`config.mk`:
```
export PLATFORM = sky130hd
export DESIGN_NAME = matrix_owner_arb
export DESIGN_NICKNAME = d
export VERILOG_FILES = /design/src/rtl/matrix_pkg.sv /design/src/rtl/scan_timer.sv /design/src/rtl/matrix_owner_arb.sv
export SDC_FILE = /design/constraint.sdc
export NUM_CORES = 1
export LEC_CHECK = 0
export CORE_UTILIZATION = 30
export DETAILED_ROUTE_END_ITERATION = 7
export SYNTH_ARGS = -nofsm -noshare
export SYNTH_HDL_FRONTEND = slang
export SYNTH_SLANG_ARGS = --single-unit
```
`constraint.sdc`:
```
create_clock -name clk -period 3.2 [get_ports clk]
set_clock_uncertainty 0.15 [all_clocks]
set_input_delay 0.96 -clock clk [delete_from_list [all_inputs] [get_ports clk]]
set_output_delay 0.96 -clock clk [all_outputs]
set_load 0.05 [all_outputs]
```
`src/rtl/matrix_pkg.sv`:
```
// Shared types and helpers for the dot-matrix owner arbiter.
// Holds the arbiter FSM encoding, the row/column "off" levels of the
// 8x8 matrix and the highest-set-bit priority encoder used for grants.
package matrix_pkg;

  typedef enum logic {
    IDLE = 1'b0,
    OWN  = 1'b1
  } arb_state_e;

  localparam int          ROWS    = 8;
  localparam logic [7:0]  ROW_OFF = 8'hFF;  // rows are active-low
  localparam logic [7:0]  COL_OFF = 8'h00;  // columns are active-high

  // Width of the priority encoder; requester counts up to this are supported.
  localparam int          PRIO_W  = 32;

  // One-hot of the highest set bit of vec (all zero when vec is zero).
  function automatic logic [PRIO_W-1:0] prio_onehot(input logic [PRIO_W-1:0] vec);
    logic [PRIO_W-1:0] res;
    res = {PRIO_W{1'b0}};
    for (int i = 0; i < PRIO_W; i++) begin
      if (vec[i]) begin
        res    = {PRIO_W{1'b0}};
        res[i] = 1'b1;
      end
    end
    return res;
  endfunction

endpackage

```
`src/rtl/scan_timer.sv`:
```
// Row-scan timebase for the dot-matrix: divides clk down to one row
// period, pulses row_tick on the last cycle of each row and advances
// row_idx in the cycle after that pulse (0..7, wrapping).
module scan_timer
  import matrix_pkg::*;
#(
  parameter int SCAN_DIV = 1000
) (
  input  logic       clk,
  input  logic       rst_n,
  output logic       row_tick,
  output logic [2:0] row_idx
);

  localparam logic [15:0] DIV_LAST = 16'(SCAN_DIV - 1);
  // row_tick is registered, so it is raised one count early.
  localparam logic [15:0] DIV_PRE  = 16'(SCAN_DIV - 2);

  logic [15:0] div_cnt_r;
  logic        row_tick_r;
  logic [2:0]  row_idx_r;

  // Divider, end-of-row pulse and row index advance.
  always_ff @(posedge clk or negedge rst_n) begin
    if (!rst_n) begin
      div_cnt_r  <= 16'd0;
      row_tick_r <= 1'b0;
      row_idx_r  <= 3'd0;
    end else begin
      if (div_cnt_r == DIV_LAST) begin
        div_cnt_r <= 16'd0;
      end else begin
        div_cnt_r <= div_cnt_r + 16'd1;
      end
      row_tick_r <= (div_cnt_r == DIV_PRE);
      if (row_tick_r) begin
        if (row_idx_r == 3'(ROWS - 1)) begin
          row_idx_r <= 3'd0;
        end else begin
          row_idx_r <= row_idx_r + 3'd1;
        end
      end
    end
  end

  assign row_tick = row_tick_r;
  assign row_idx  = row_idx_r;

endmodule

```
`src/rtl/matrix_owner_arb.sv`:
```
// Ownership arbiter and row-scan output stage for the shared 8x8
// dot-matrix and buzzer. One source owns the display at a time; ownership
// only changes at frame boundaries (row_tick on row 7), except that an
// owner dropping its request releases the display immediately.
// Optional build macro: DEADTIME_EN -- blanks the row select for the first
// four cycles after every row update to suppress ghosting (needs SCAN_DIV>4).
module matrix_owner_arb
  import matrix_pkg::*;
#(
  parameter int N_SRC      = 4,
  parameter int SCAN_DIV   = 1000,
  parameter int MIN_FRAMES = 2,
  parameter int TONE_DIV   = 1000
) (
  input  logic               clk,
  input  logic               rst_n,
  input  logic [N_SRC-1:0]   req,
  input  logic [8*N_SRC-1:0] src_red,
  input  logic [N_SRC-1:0]   src_beep,
  output logic [2:0]         row_idx,
  output logic               row_tick,
  output logic [N_SRC-1:0]   grant,
  output logic [7:0]         hang,
  output logic [7:0]         red,
  output logic               beep
);

  localparam logic [15:0] MIN_W     = 16'(MIN_FRAMES);
  localparam logic [15:0] TONE_LAST = 16'(TONE_DIV - 1);

  logic              row_tick_s;
  logic [2:0]        row_idx_s;
  logic              frame_bnd_s;
  logic              owner_req_s;
  logic              blank_s;
  logic              load_s;
  logic              beep_act_s;
  logic [PRIO_W-1:0] prio_s;
  logic [7:0]        owner_red_s;
  logic [7:0]        row_sel_s;
  logic [15:0]       frame_inc_s;

  arb_state_e        state_r, state_nxt_s;
  logic [N_SRC-1:0]  grant_r, grant_nxt_s;
  logic [15:0]       frame_cnt_r, frame_nxt_s;
  logic [7:0]        row_hang_r;
  logic [7:0]        red_r;
  logic [15:0]       tone_cnt_r;
  logic              beep_r;

  scan_timer #(
    .SCAN_DIV (SCAN_DIV)
  ) u_scan_timer (
    .clk      (clk),
    .rst_n    (rst_n),
    .row_tick (row_tick_s),
    .row_idx  (row_idx_s)
  );

  assign frame_bnd_s = row_tick_s && (row_idx_s == 3'(ROWS - 1));
  assign owner_req_s = |(req & grant_r);
  assign prio_s      = prio_onehot(PRIO_W'(req));
  assign row_sel_s   = ~(8'h80 >> row_idx_s);
  assign beep_act_s  = |(grant_r & src_beep);
  assign blank_s     = (grant_nxt_s == {N_SRC{1'b0}});
  assign load_s      = row_tick_s && (grant_r != {N_SRC{1'b0}});

  // Column data of the current owner for the row being prepared.
  always_comb begin
    owner_red_s = COL_OFF;
    for (int i = 0; i < N_SRC; i++) begin
      owner_red_s = owner_red_s | (src_red[8*i +: 8] & {8{grant_r[i]}});
    end
  end

  // Frame count after the current boundary, saturating at MIN_FRAMES.
  always_comb begin
    if (frame_cnt_r >= MIN_W) begin
      frame_inc_s = frame_cnt_r;
    end else begin
      frame_inc_s = frame_cnt_r + 16'd1;
    end
  end

  // Ownership FSM: grant at frame boundaries, release on request drop.
  always_comb begin
    state_nxt_s = state_r;
    grant_nxt_s = grant_r;
    frame_nxt_s = frame_cnt_r;
    case (state_r)
      IDLE: begin
        if (frame_bnd_s && (req != {N_SRC{1'b0}})) begin
          state_nxt_s = OWN;
          grant_nxt_s = prio_s[N_SRC-1:0];
          frame_nxt_s = 16'd0;
        end else begin
          state_nxt_s = IDLE;
          grant_nxt_s = {N_SRC{1'b0}};
          frame_nxt_s = 16'd0;
        end
      end
      OWN: begin
        if (!owner_req_s) begin
          // A drop wins over a coincident boundary; re-grant waits a frame.
          state_nxt_s = IDLE;
          grant_nxt_s = {N_SRC{1'b0}};
          frame_nxt_s = 16'd0;
        end else if (frame_bnd_s) begin
          if ((prio_s > PRIO_W'(grant_r)) && (frame_inc_s >= MIN_W)) begin
            grant_nxt_s = prio_s[N_SRC-1:0];
            frame_nxt_s = 16'd0;
          end else begin
            frame_nxt_s = frame_inc_s;
          end
        end else begin
          state_nxt_s = OWN;
        end
      end
      default: begin
        state_nxt_s = IDLE;
        grant_nxt_s = {N_SRC{1'b0}};
        frame_nxt_s = 16'd0;
      end
    endcase
  end

  // FSM state, grant and frame counter registers.
  always_ff @(posedge clk or negedge rst_n) begin
    if (!rst_n) begin
      state_r     <= IDLE;
      grant_r     <= {N_SRC{1'b0}};
      frame_cnt_r <= 16'd0;
    end else begin
      state_r     <= state_nxt_s;
      grant_r     <= grant_nxt_s;
      frame_cnt_r <= frame_nxt_s;
    end
  end

  // Row/column output registers: latch the owner's row on row_tick, blank when unowned.
  always_ff @(posedge clk or negedge rst_n) begin
    if (!rst_n) begin
      row_hang_r <= ROW_OFF;
      red_r      <= COL_OFF;
    end else if (blank_s) begin
      row_hang_r <= ROW_OFF;
      red_r      <= COL_OFF;
    end else if (load_s) begin
      row_hang_r <= row_sel_s;
      red_r      <= owner_red_s;
    end
  end

`ifdef DEADTIME_EN
  logic [2:0] dead_cnt_r;
  logic [7:0] hang_dt_r;

  // Keep rows dark for four cycles after each update, then show the new row.
  always_ff @(posedge clk or negedge rst_n) begin
    if (!rst_n) begin
      dead_cnt_r <= 3'd0;
      hang_dt_r  <= ROW_OFF;
    end else if (blank_s) begin
      dead_cnt_r <= 3'd0;
      hang_dt_r  <= ROW_OFF;
    end else if (load_s) begin
      dead_cnt_r <= 3'd4;
      hang_dt_r  <= ROW_OFF;
    end else if (dead_cnt_r > 3'd1) begin
      dead_cnt_r <= dead_cnt_r - 3'd1;
    end else if (dead_cnt_r == 3'd1) begin
      dead_cnt_r <= 3'd0;
      hang_dt_r  <= row_hang_r;
    end
  end

  assign hang = hang_dt_r;
`else
  assign hang = row_hang_r;
`endif

  // Buzzer square wave for the owner; held low whenever it is not enabled.
  always_ff @(posedge clk or negedge rst_n) begin
    if (!rst_n) begin
      tone_cnt_r <= 16'd0;
      beep_r     <= 1'b0;
    end else if (beep_act_s) begin
      if (tone_cnt_r == TONE_LAST) begin
        tone_cnt_r <= 16'd0;
        beep_r     <= ~beep_r;
      end else begin
        tone_cnt_r <= tone_cnt_r + 16'd1;
      end
    end else begin
      tone_cnt_r <= 16'd0;
      beep_r     <= 1'b0;
    end
  end

  assign row_tick = row_tick_s;
  assign row_idx  = row_idx_s;
  assign grant    = grant_r;
  assign red      = red_r;
  assign beep     = beep_r;

endmodule
```
---- Yosys cells after proc, flatten, opt, wreduce, memory -nomap -nowiden ----
Index checks and enable logic that the tools add are counted.
storage, ports and cells
  flip-flop bits (word level) ............. 74
  input port bits ......................... 42
  output and inout bits ................... 25
  word-level logic and storage cells ...... 73
operators by class
  add/subtract/negate cells ............... 4
  $lt $le $gt $ge ......................... 3
  equal/unequal tests ..................... 6
  shift operators ......................... 1
  multiplexer cells ....................... 27
  bitwise operators ....................... 12
  reduce and logical (&&, ||, !) cells .... 10
operators with widths
  cell                                                                                   number
  16-bit two-way mux                                                                     7
  16-bit by 1-bit adder with 16-bit output (second input constant)                       3
  16-bit by 10-bit equality test with 1-bit output (second input constant)               3
  8-bit AND                                                                              4
  16-bit by 2-bit greater-or-equal comparator with 1-bit output (second input constant)  2
  32-bit by 4-bit greater-than comparator with 1-bit output                              1
  8-bit two-way mux                                                                      4
  16-bit one-hot mux with 2 select lines                                                 1
  8-bit OR                                                                               3
  4-bit two-way mux                                                                      5
  4-bit AND                                                                              2
  8-bit NOT                                                                              1
  4-bit one-hot mux with 2 select lines                                                  1
  4-bit nonzero test                                                                     2
  4-bit OR reduction                                                                     2
  8-bit by 3-bit right shift with 8-bit output (first input constant)                    1
  3-bit two-way mux                                                                      2
  1-bit two-way mux                                                                      5
  1-bit logical AND                                                                      4
  4-bit zero test                                                                        1
  3-bit by 1-bit adder with 3-bit output (second input constant)                         1
  3-bit equality test (second input constant)                                            1
  3-bit inequality test (second input constant)                                          1
  2-bit two-way mux                                                                      1
  4 further kinds                                                                        5

---- Longest topological paths before layout ----
Gate-level depths: netlist (run 1).
  word-level depth ........................ 12
  gate-level depth with buffers ........... 9
  gate-level depth less buffers ........... 8

---- Modules after synthesis ----
Synthesis (run 1) repeated with hierarchy kept, for this count alone.
second synthesis, totals
  cells, all modules ...................... 372
  area, all modules ....................... 3764.9 µm²
by module, submodules not included
  module            times used  cells an instance  area each (µm²)  seq. area each (µm²)
  matrix_owner_arb  1           283                2773.9           1361.3
  scan_timer        1           89                 991.0            500.5

---- Least setup slack after synthesis (run 1) ----
No wires, ideal clock.
  path type ............................... in2reg
  from .................................... in req[2]
  to ...................................... reg frame_cnt_r[14]
  library setup time ...................... 0.119 ns
  arrival time ............................ 2.436 ns
  data required time ...................... 2.931 ns
  slack ................................... 0.495 ns
  cell stages on the path ................. 9
  path buffers ............................ 1
  cells stage by stage .................... nor3_1 nand2_1 ha_1 nand4_1 o41a_1 nand3_1 o21ba_2 buf_6 and2_1
between the ends
  cells in the longest elaborated chain, start to end .. 8
  elaborated cells between the ends (all ways) .. 11
  classes of those cells .................. order compare: 1; eq/ne: 1; mux: 6; bitwise: 1; reduce/logical: 2
ends and longest elaborated chain
  what                                                       RTL line                 source
  from (decl)                                                matrix_owner_arb.sv:17   input logic [N_SRC-1:0] req,
  3-bit two-way mux                                          matrix_pkg.sv:23         if (vec[i]) begin
  4-bit two-way mux                                          matrix_pkg.sv:23
  32-bit by 4-bit greater-than comparator with 1-bit output  matrix_owner_arb.sv:109  if ((prio_s > PRIO_W'(grant_r)) && (frame_inc_s >= MIN_W)) begin
  1-bit logical AND                                          matrix_owner_arb.sv:109
  16-bit two-way mux                                         matrix_owner_arb.sv:109
  16-bit two-way mux                                         matrix_owner_arb.sv:108  end else if (frame_bnd_s) begin
  16-bit two-way mux                                         matrix_owner_arb.sv:103  if (!owner_req_s) begin
  16-bit one-hot mux with 2 select lines                     matrix_owner_arb.sv:90   case (state_r)
  to (signal assigned)                                       matrix_owner_arb.sv:136  frame_cnt_r <= frame_nxt_s;
  to (decl)                                                  matrix_owner_arb.sv:45   logic [15:0] frame_cnt_r, frame_nxt_s;
Parallel ways exist; a longest one is shown, timed or not. The select of a mux whose other input is x is not followed.
A chain may end at the register's enable or synchronous reset.

---- Worst setup path after layout (run 1) ----
  from .................................... in req[1]
  to ...................................... reg frame_cnt_r[6]
between the ends
  cells in the longest elaborated chain, start to end .. 9
  elaborated cells between the ends (all ways) .. 12
  classes of those cells .................. order compare: 1; eq/ne: 1; mux: 7; bitwise: 1; reduce/logical: 2
ends and longest elaborated chain
  what                                                       RTL line
  2-bit two-way mux                                          matrix_pkg.sv:23
  3-bit two-way mux                                          matrix_pkg.sv:23
  4-bit two-way mux                                          matrix_pkg.sv:23
  32-bit by 4-bit greater-than comparator with 1-bit output  matrix_owner_arb.sv:109
  1-bit logical AND                                          matrix_owner_arb.sv:109
  16-bit two-way mux                                         matrix_owner_arb.sv:109
  16-bit two-way mux                                         matrix_owner_arb.sv:108
  16-bit two-way mux                                         matrix_owner_arb.sv:103
  16-bit one-hot mux with 2 select lines                     matrix_owner_arb.sv:90
Parallel ways exist; a longest one is shown, timed or not. The select of a mux whose other input is x is not followed.

==> results of run 1 <==
-- worst paths after layout --
| kind | start | cells after the start | end | slack [ps] |
|---|---|---|---|---|
| max | req[1] | 9 | frame_cnt_r[6] | 130 |
| min | tone_cnt_r[0] | 1 | tone_cnt_r[0] | 320 |
| max reg2reg | frame_cnt_r[7] | 6 | grant[0] | 770 |
| min reg2reg | tone_cnt_r[0] | 1 | tone_cnt_r[0] | 320 |
| max in group asynchronous | rst_n | 2 | tone_cnt_r[15] | 1860 |
| min in group asynchronous | rst_n | 1 | frame_cnt_r[12] | 380 |
-- state kept, by name, summed over array words and instances, names as in the netlist --
register and flops:
u_scan_timer.div_cnt_r 16, hang 8, frame_cnt_r 16, tone_cnt_r 16, state_r 1, u_scan_timer.row_idx 3
beep 1, u_scan_timer.row_tick 1, grant 4, red 8
-- cell usage after synthesis, drive strengths merged, types with 6 or more instances --
master,number,area (um2)
xor2,14,123
a31oi,14,87.6
a21oi,7,35.0
nand4,6,37.5
nand3,16,80.1
ha,16,200
nor2,68,255
and2,16,100
o22ai,12,75.1
dfrtp,66,1650
nand2,34,128
a22oi,25,188
xnor2,15,131
clkbuf,10,37.5
inv,15,56.3
nor4,9,56.3
dfstp,8,210
-- logic make-up after synthesis --
family | share of synthesized area (%)
buffers and inverters | 3.65
adder cells (fa/ha/maj) | 5.22
XOR/XNOR | 6.62
flip-flops | 48.5
multiplexers | 0.261
AO/OA/AOI/OAI | 13.1
AND/OR/NAND/NOR | 22.5
-- power groups by stage --
stage          combinational (mW)  sequential, mW  clock (mW)
4_1_cts                    0.0899           0.937       0.917
2_1_floorplan             0.00875           0.953           0
6_report                   0.0876           0.937       0.890
3_3_place_gp               0.0878           0.953           0
5_1_grt                    0.0971           0.936       0.953
3_5_place_dp               0.0892           0.953           0
-- metal layers --
metal | up-vias | share of wire, % | GRT usage, % | wire length, um
met3 | 8 | 5.6 | 3.90 | 506
li1 | 1549 | - | - | -
met5 | - | 0 | 0 | 0
met2 | 83 | 47 | 24.3 | 4230
met1 | 1488 | 46 | 18.4 | 4140
met4 | 0 | 1.4 | 4.94 | 130
-- through the flow --
step | std cells | power, mW
floorplan | 400 | 0.962
global placement | 633 | 1.04
detailed placement | 633 | 1.04
CTS | 647 | 1.94
global route | 647 | 1.99
finish | 647 | 1.91
-- layout make-up --
type | instances | area [um2] | area share, %
clock buffers | 11 | 243 | 4.82
well taps | 168 | 210 | 4.17
repair buffers | 80 | 798 | 15.9
clock inverters | 3 | 17.5 | 0.348
flip-flops and latches | 74 | 1860 | 37.0
inverters | 15 | 56.3 | 1.12
multi-input cells | 296 | 1850 | 36.7
-- critical path, stage by stage --
cell and delay [ps]:
clkdlybuf4s50_1 510, nor3b_1 320, ha_1 310, nor2b_1 130, o41a_1 340, nand3_1 160, o21ba_2 180, buf_12 150
and2_1 130
==> out/results.ini, run 1 <==
[clock_tree]
cts-resized-gates = 0
cts_buffer_depth = 2
cts-root-buf = clkbuf_16
clkSinkCount = 74
clk_pin_slew_worst_paths_ps = 60
worstSkewPairLatency_ps = 330
cts_tree = built
h-tree-depth = 3
holdBufCountCts = 0
cts_buffers = 9
post_cts_buffers = 0

[pwr]
powerDensity_nw_per_um2 = 380
ir_drop_v = 0.000192
p_int_mw = 1.52
p_leak_nw = 2.02
p_sw_share_pct = 20.4
power_frac_clock_pct = 46.5
combPwrFrac_pct = 4.6
switching_power_mw = 0.390
seq_power_share_pct = 48.9

[global_route]
grt_pass1_wl_um = 15000
first_global_vias = 3079
grt_max_degree = 37
grt_usage_pct = 14.6
grt-ovfl-total = 0
antenna_found_initial = 0

[yosys]
synth-edff-count = 0
postSynthAreaPerCell_um2 = 9.59
synth_seq_cells = 74
synth_nets = 458
netlist_area_um2 = 3830
ys_warn_count = 0
synth.distinct_cells = 45
async_flop_share_pct = 100
synthCells = 400
yosysSeqAreaShare_pct = 48.5
synth_ff_type = dfrtp_1

[sta]
worstMarginPinSlew_ps = 626
hold_violations = 0
post-route-period-util_pct = 96.0
fmax_mhz = 326
tns_ps = 0
whs_ps = 315
min_period_ps = 3070
fin_ws_ps = 129
max_slew_margin_pct = 58.3
report.final.slew_viol_count = 0
setup_violations = 0

[routing]
drc = 0
antenna_left = 0
dr_total_vias = 3128
drt_iter0_drc = 131
via_per_inst = 4.83
detail_route.wl_per_cell_um = 13.9
finalWirelength_um = 9010
first_pass_iters = 4

[die]
die_w_um = 115
die_h_um = 115
dieArea_um2 = 13200
rows = 40
io_pins = 67
core_area_um2 = 12200
start_util_pct = 31.4

[place]
dpl-instance-area_um2 = 4760
dp_hpwl_um = 6510
numPortBuffers = 66
pre_cts_ws_ps = -286
place.gp.congestion = 0.807

[hold_path]
hold_class = flop to flop

[finish]
fin_util_pct = 41.2
diodes = 0
finalInstanceArea_um2 = 5040
final_cell_mix = nor2_1, dfrtp_1, clkdlybuf4s50_1
synthToLayoutAreaGrowth_pct = 31.3
layout_commonest_cell = nor2_1
drive_above_1_share_pct = 9.19
layout.nets = 534
n_fill_cell = 1206

[worst_setup_path]
arrival_ps = 3190
critPathLaunchType = input port
crit_fanout = 21
endpoint_kind = flop
crit_type = input port to flop
cp.required_ps = 3310

[run_status]
status = finished clean

[flow_run]
cap_violations = 0

Power figures use the tool's default switching activity.
==> run 2: changes to the inputs <==
--- a/config.mk
+++ b/config.mk
@@ -5,8 +5,11 @@
 export SDC_FILE = /design/constraint.sdc
 export NUM_CORES = 1
 export LEC_CHECK = 0
+export CORE_ASPECT_RATIO = 0.6
 export CORE_UTILIZATION = 30
 export DETAILED_ROUTE_END_ITERATION = 7
+export PLACE_DENSITY_LB_ADDON = 0.2
 export SYNTH_ARGS = -nofsm -noshare
 export SYNTH_HDL_FRONTEND = slang
+export SYNTH_HIERARCHICAL = 1
 export SYNTH_SLANG_ARGS = --single-unit
==> run 2 against run 1 <==
Worst hold slack got worse by 9.9 ps. Sequential power barely moved. Largest cell class unchanged. Routed wire length rose by 2.5%. Design area fell by 0.97%. Combinational power rose by 8.7%. Worst setup slack improved by 45 ps. First-iteration DRC count rose by 17%. Sequential share of layout area rose by 0.36 points. Global-route usage rose by 0.82 points. Synthesized area fell by 1.8%.
==> out/results.ini, run 2 <==
[yosys]
synth.distinct_cells = 50
async_flop_share_pct = 100
ys_warn_count = 6
synth_top_area_share_pct = 43.9
synth-edff-count = 0
yosysMostFrequentCell = dfrtp_1
synth_top_cell_by_area = dfrtp_1
synth_ff_type = dfrtp_1
synth_commonest_cells = dfrtp_1, nor2_1, a21oi_1, a22oi_1, nand3_1
postSynthAreaPerCell_um2 = 10.1
synth_nets = 426
yosys-top-cells-area = dfrtp_1, dfstp_2, a22oi_1
netlist_area_um2 = 3760
synth_seq_cells = 74
synthCells = 372
yosysSeqAreaShare_pct = 49.5

[die]
die_w_um = 147
dieArea_um2 = 13000
die_h_um = 88.8
core_area_um2 = 12100
rows = 31
io_pins = 67
start_util_pct = 31.0

[routing]
drc = 0
via_per_inst = 4.96
first_pass_iters = 4
drt_iter0_drc = 153
detail_route.wl_per_cell_um = 14.8
antenna_left = 0
dr_total_vias = 3098
finalWirelength_um = 9240

[global_route]
grt_usage_pct = 15.4
grt-ovfl-total = 0
grt_pass1_wl_um = 15800
grt_max_degree = 75
first_global_vias = 3149
antenna_found_initial = 0

[clock_tree]
worstSkewPairLatency_ps = 330
clk_pin_slew_worst_paths_ps = 50
clkSinkCount = 74
holdBufCountCts = 0
cts-root-buf = clkbuf_16
cts_tree = built
h-tree-depth = 3
cts_buffer_depth = 2
cts-resized-gates = 0
post_cts_buffers = 0
cts_buffers = 9

[place]
dp.cells = 608
dp_hpwl_um = 6670
pre_cts_ws_ps = -133
place.gp.congestion = 0.887
numPortBuffers = 66

[hold_path]
hold_path_end = tone_cnt_r[0]
whs_path_depth = 1
worstHoldStart = tone_cnt_r[0]
hold_class = flop to flop

[worst_setup_path]
arrival_ps = 3090
crit_fanout = 5
r2r-start = grant[0]
rr_worst_depth = 6
regToRegSetupSlack_ps = 860
endpoint_kind = flop
critPathLaunchType = input port
r2r-end = hang[3]
cp.required_ps = 3260
crit_type = input port to flop

[flow_run]
cap_violations = 0

[run_status]
status = finished clean

[finish]
layout_commonest_cell = dfrtp_1
fin_cells = 624
top_regs = frame_cnt_r: 16 flops, tone_cnt_r: 16 flops, u_scan_timer/div_cnt_r: 16 flops
final_cell_mix = dfrtp_1, clkdlybuf4s50_1, nor2_1
layout.nets = 508
fin_util_pct = 41.1
drive_above_1_share_pct = 12.6
synthToLayoutAreaGrowth_pct = 32.5
diodes = 0

[pwr]
ir_drop_v = 0.000301
total_power_mw = 1.93
powerDensity_nw_per_um2 = 387
p_leak_nw = 2.04

[sta]
setup_violations = 0
post-route-period-util_pct = 94.6
fmax_mhz = 330
max_slew_margin_pct = 54.7
report.final.slew_viol_count = 0
rsz0062_at_grt = no
worstMarginPinSlew_ps = 677
fin_ws_ps = 174
hold_violations = 0
min_period_ps = 3030

## run 2: changes by cell type after synthesis, moves of 4 or more
cell     delta
o21ai_0    +13
ha_1        -4
a21oi_1    +17
a22o_1      +4
inv_1       -4
nand3_1     +5
nor2_1     -41
a22oi_1     -4
nor3_1     +10
a31oi_1    -13
or3_1       +8
nor4_1      +4
o22ai_1    -12
nand2_1    -16
## run 2: area by class of cell
class	instances	area, um2
clock buffer	10	229
clock inverter	6	35.0
fill	1162	7150
inverter	11	41.3
multi-input combinational	272	1780
sequential	74	1860
tap	165	206
timing repair buffer	86	831
## run 2: worst max-delay path by stage
stage,from,endpoint,slack [ps],depth (start not counted)
floorplan,req[2],frame_cnt_r[10],570,9
global placement,req[1],grant[0],-110,8
detailed placement,req[2],red[6],-130,9
CTS,req[2],red[6],200,9
global route,req[2],red[6],40,9
finish,req[2],grant[0],170,8
## run 2: power breakdown
| part | internal, mW | leakage [nW] | switching, mW |
|---|---|---|---|
| logic | 0.0574 | 0.917 | 0.0378 |
| registers | 0.937 | 0.992 | 0 |
| clock network | 0.519 | 0.128 | 0.380 |
## run 2: layer usage
layer | global-route usage, % | up-vias | routed length, um
met3 | 5.36 | 11 | 559
met5 | 0 | - | 0
met1 | 22.0 | 1485 | 4880
met4 | 4.07 | 0 | 89
li1 | - | 1518 | -
met2 | 22.1 | 84 | 3700
## run 2: cells by family after synthesis
kind of cell             synth area share [%]
AO/OA/AOI/OAI                            14.4
multiplexers                            0.598
buffers and inverters                    3.19
AND/OR/NAND/NOR                          22.8
adder cells (fa/ha/maj)                  3.99
flip-flops                               49.5
XOR/XNOR                                 5.58
## run 2: per-stage QoR
step           area [um2]  TNS (ps)  hold slack (ps)
5_1_grt              4990         0              333
3_5_place_dp         4720     -2860              300
3_3_place_gp         4720     -1240              293
4_1_cts              4990         0              308
6_report             4990         0              305
2_1_floorplan        3760         0              274
## run 2: critical path, stage by stage
cell and delay [ps]:
clkdlybuf4s50_1 470, nor3b_1 390, ha_1 330, nand2b_1 80
a21oi_1 80, or2_2 270, a31o_2 230, a32o_1 270
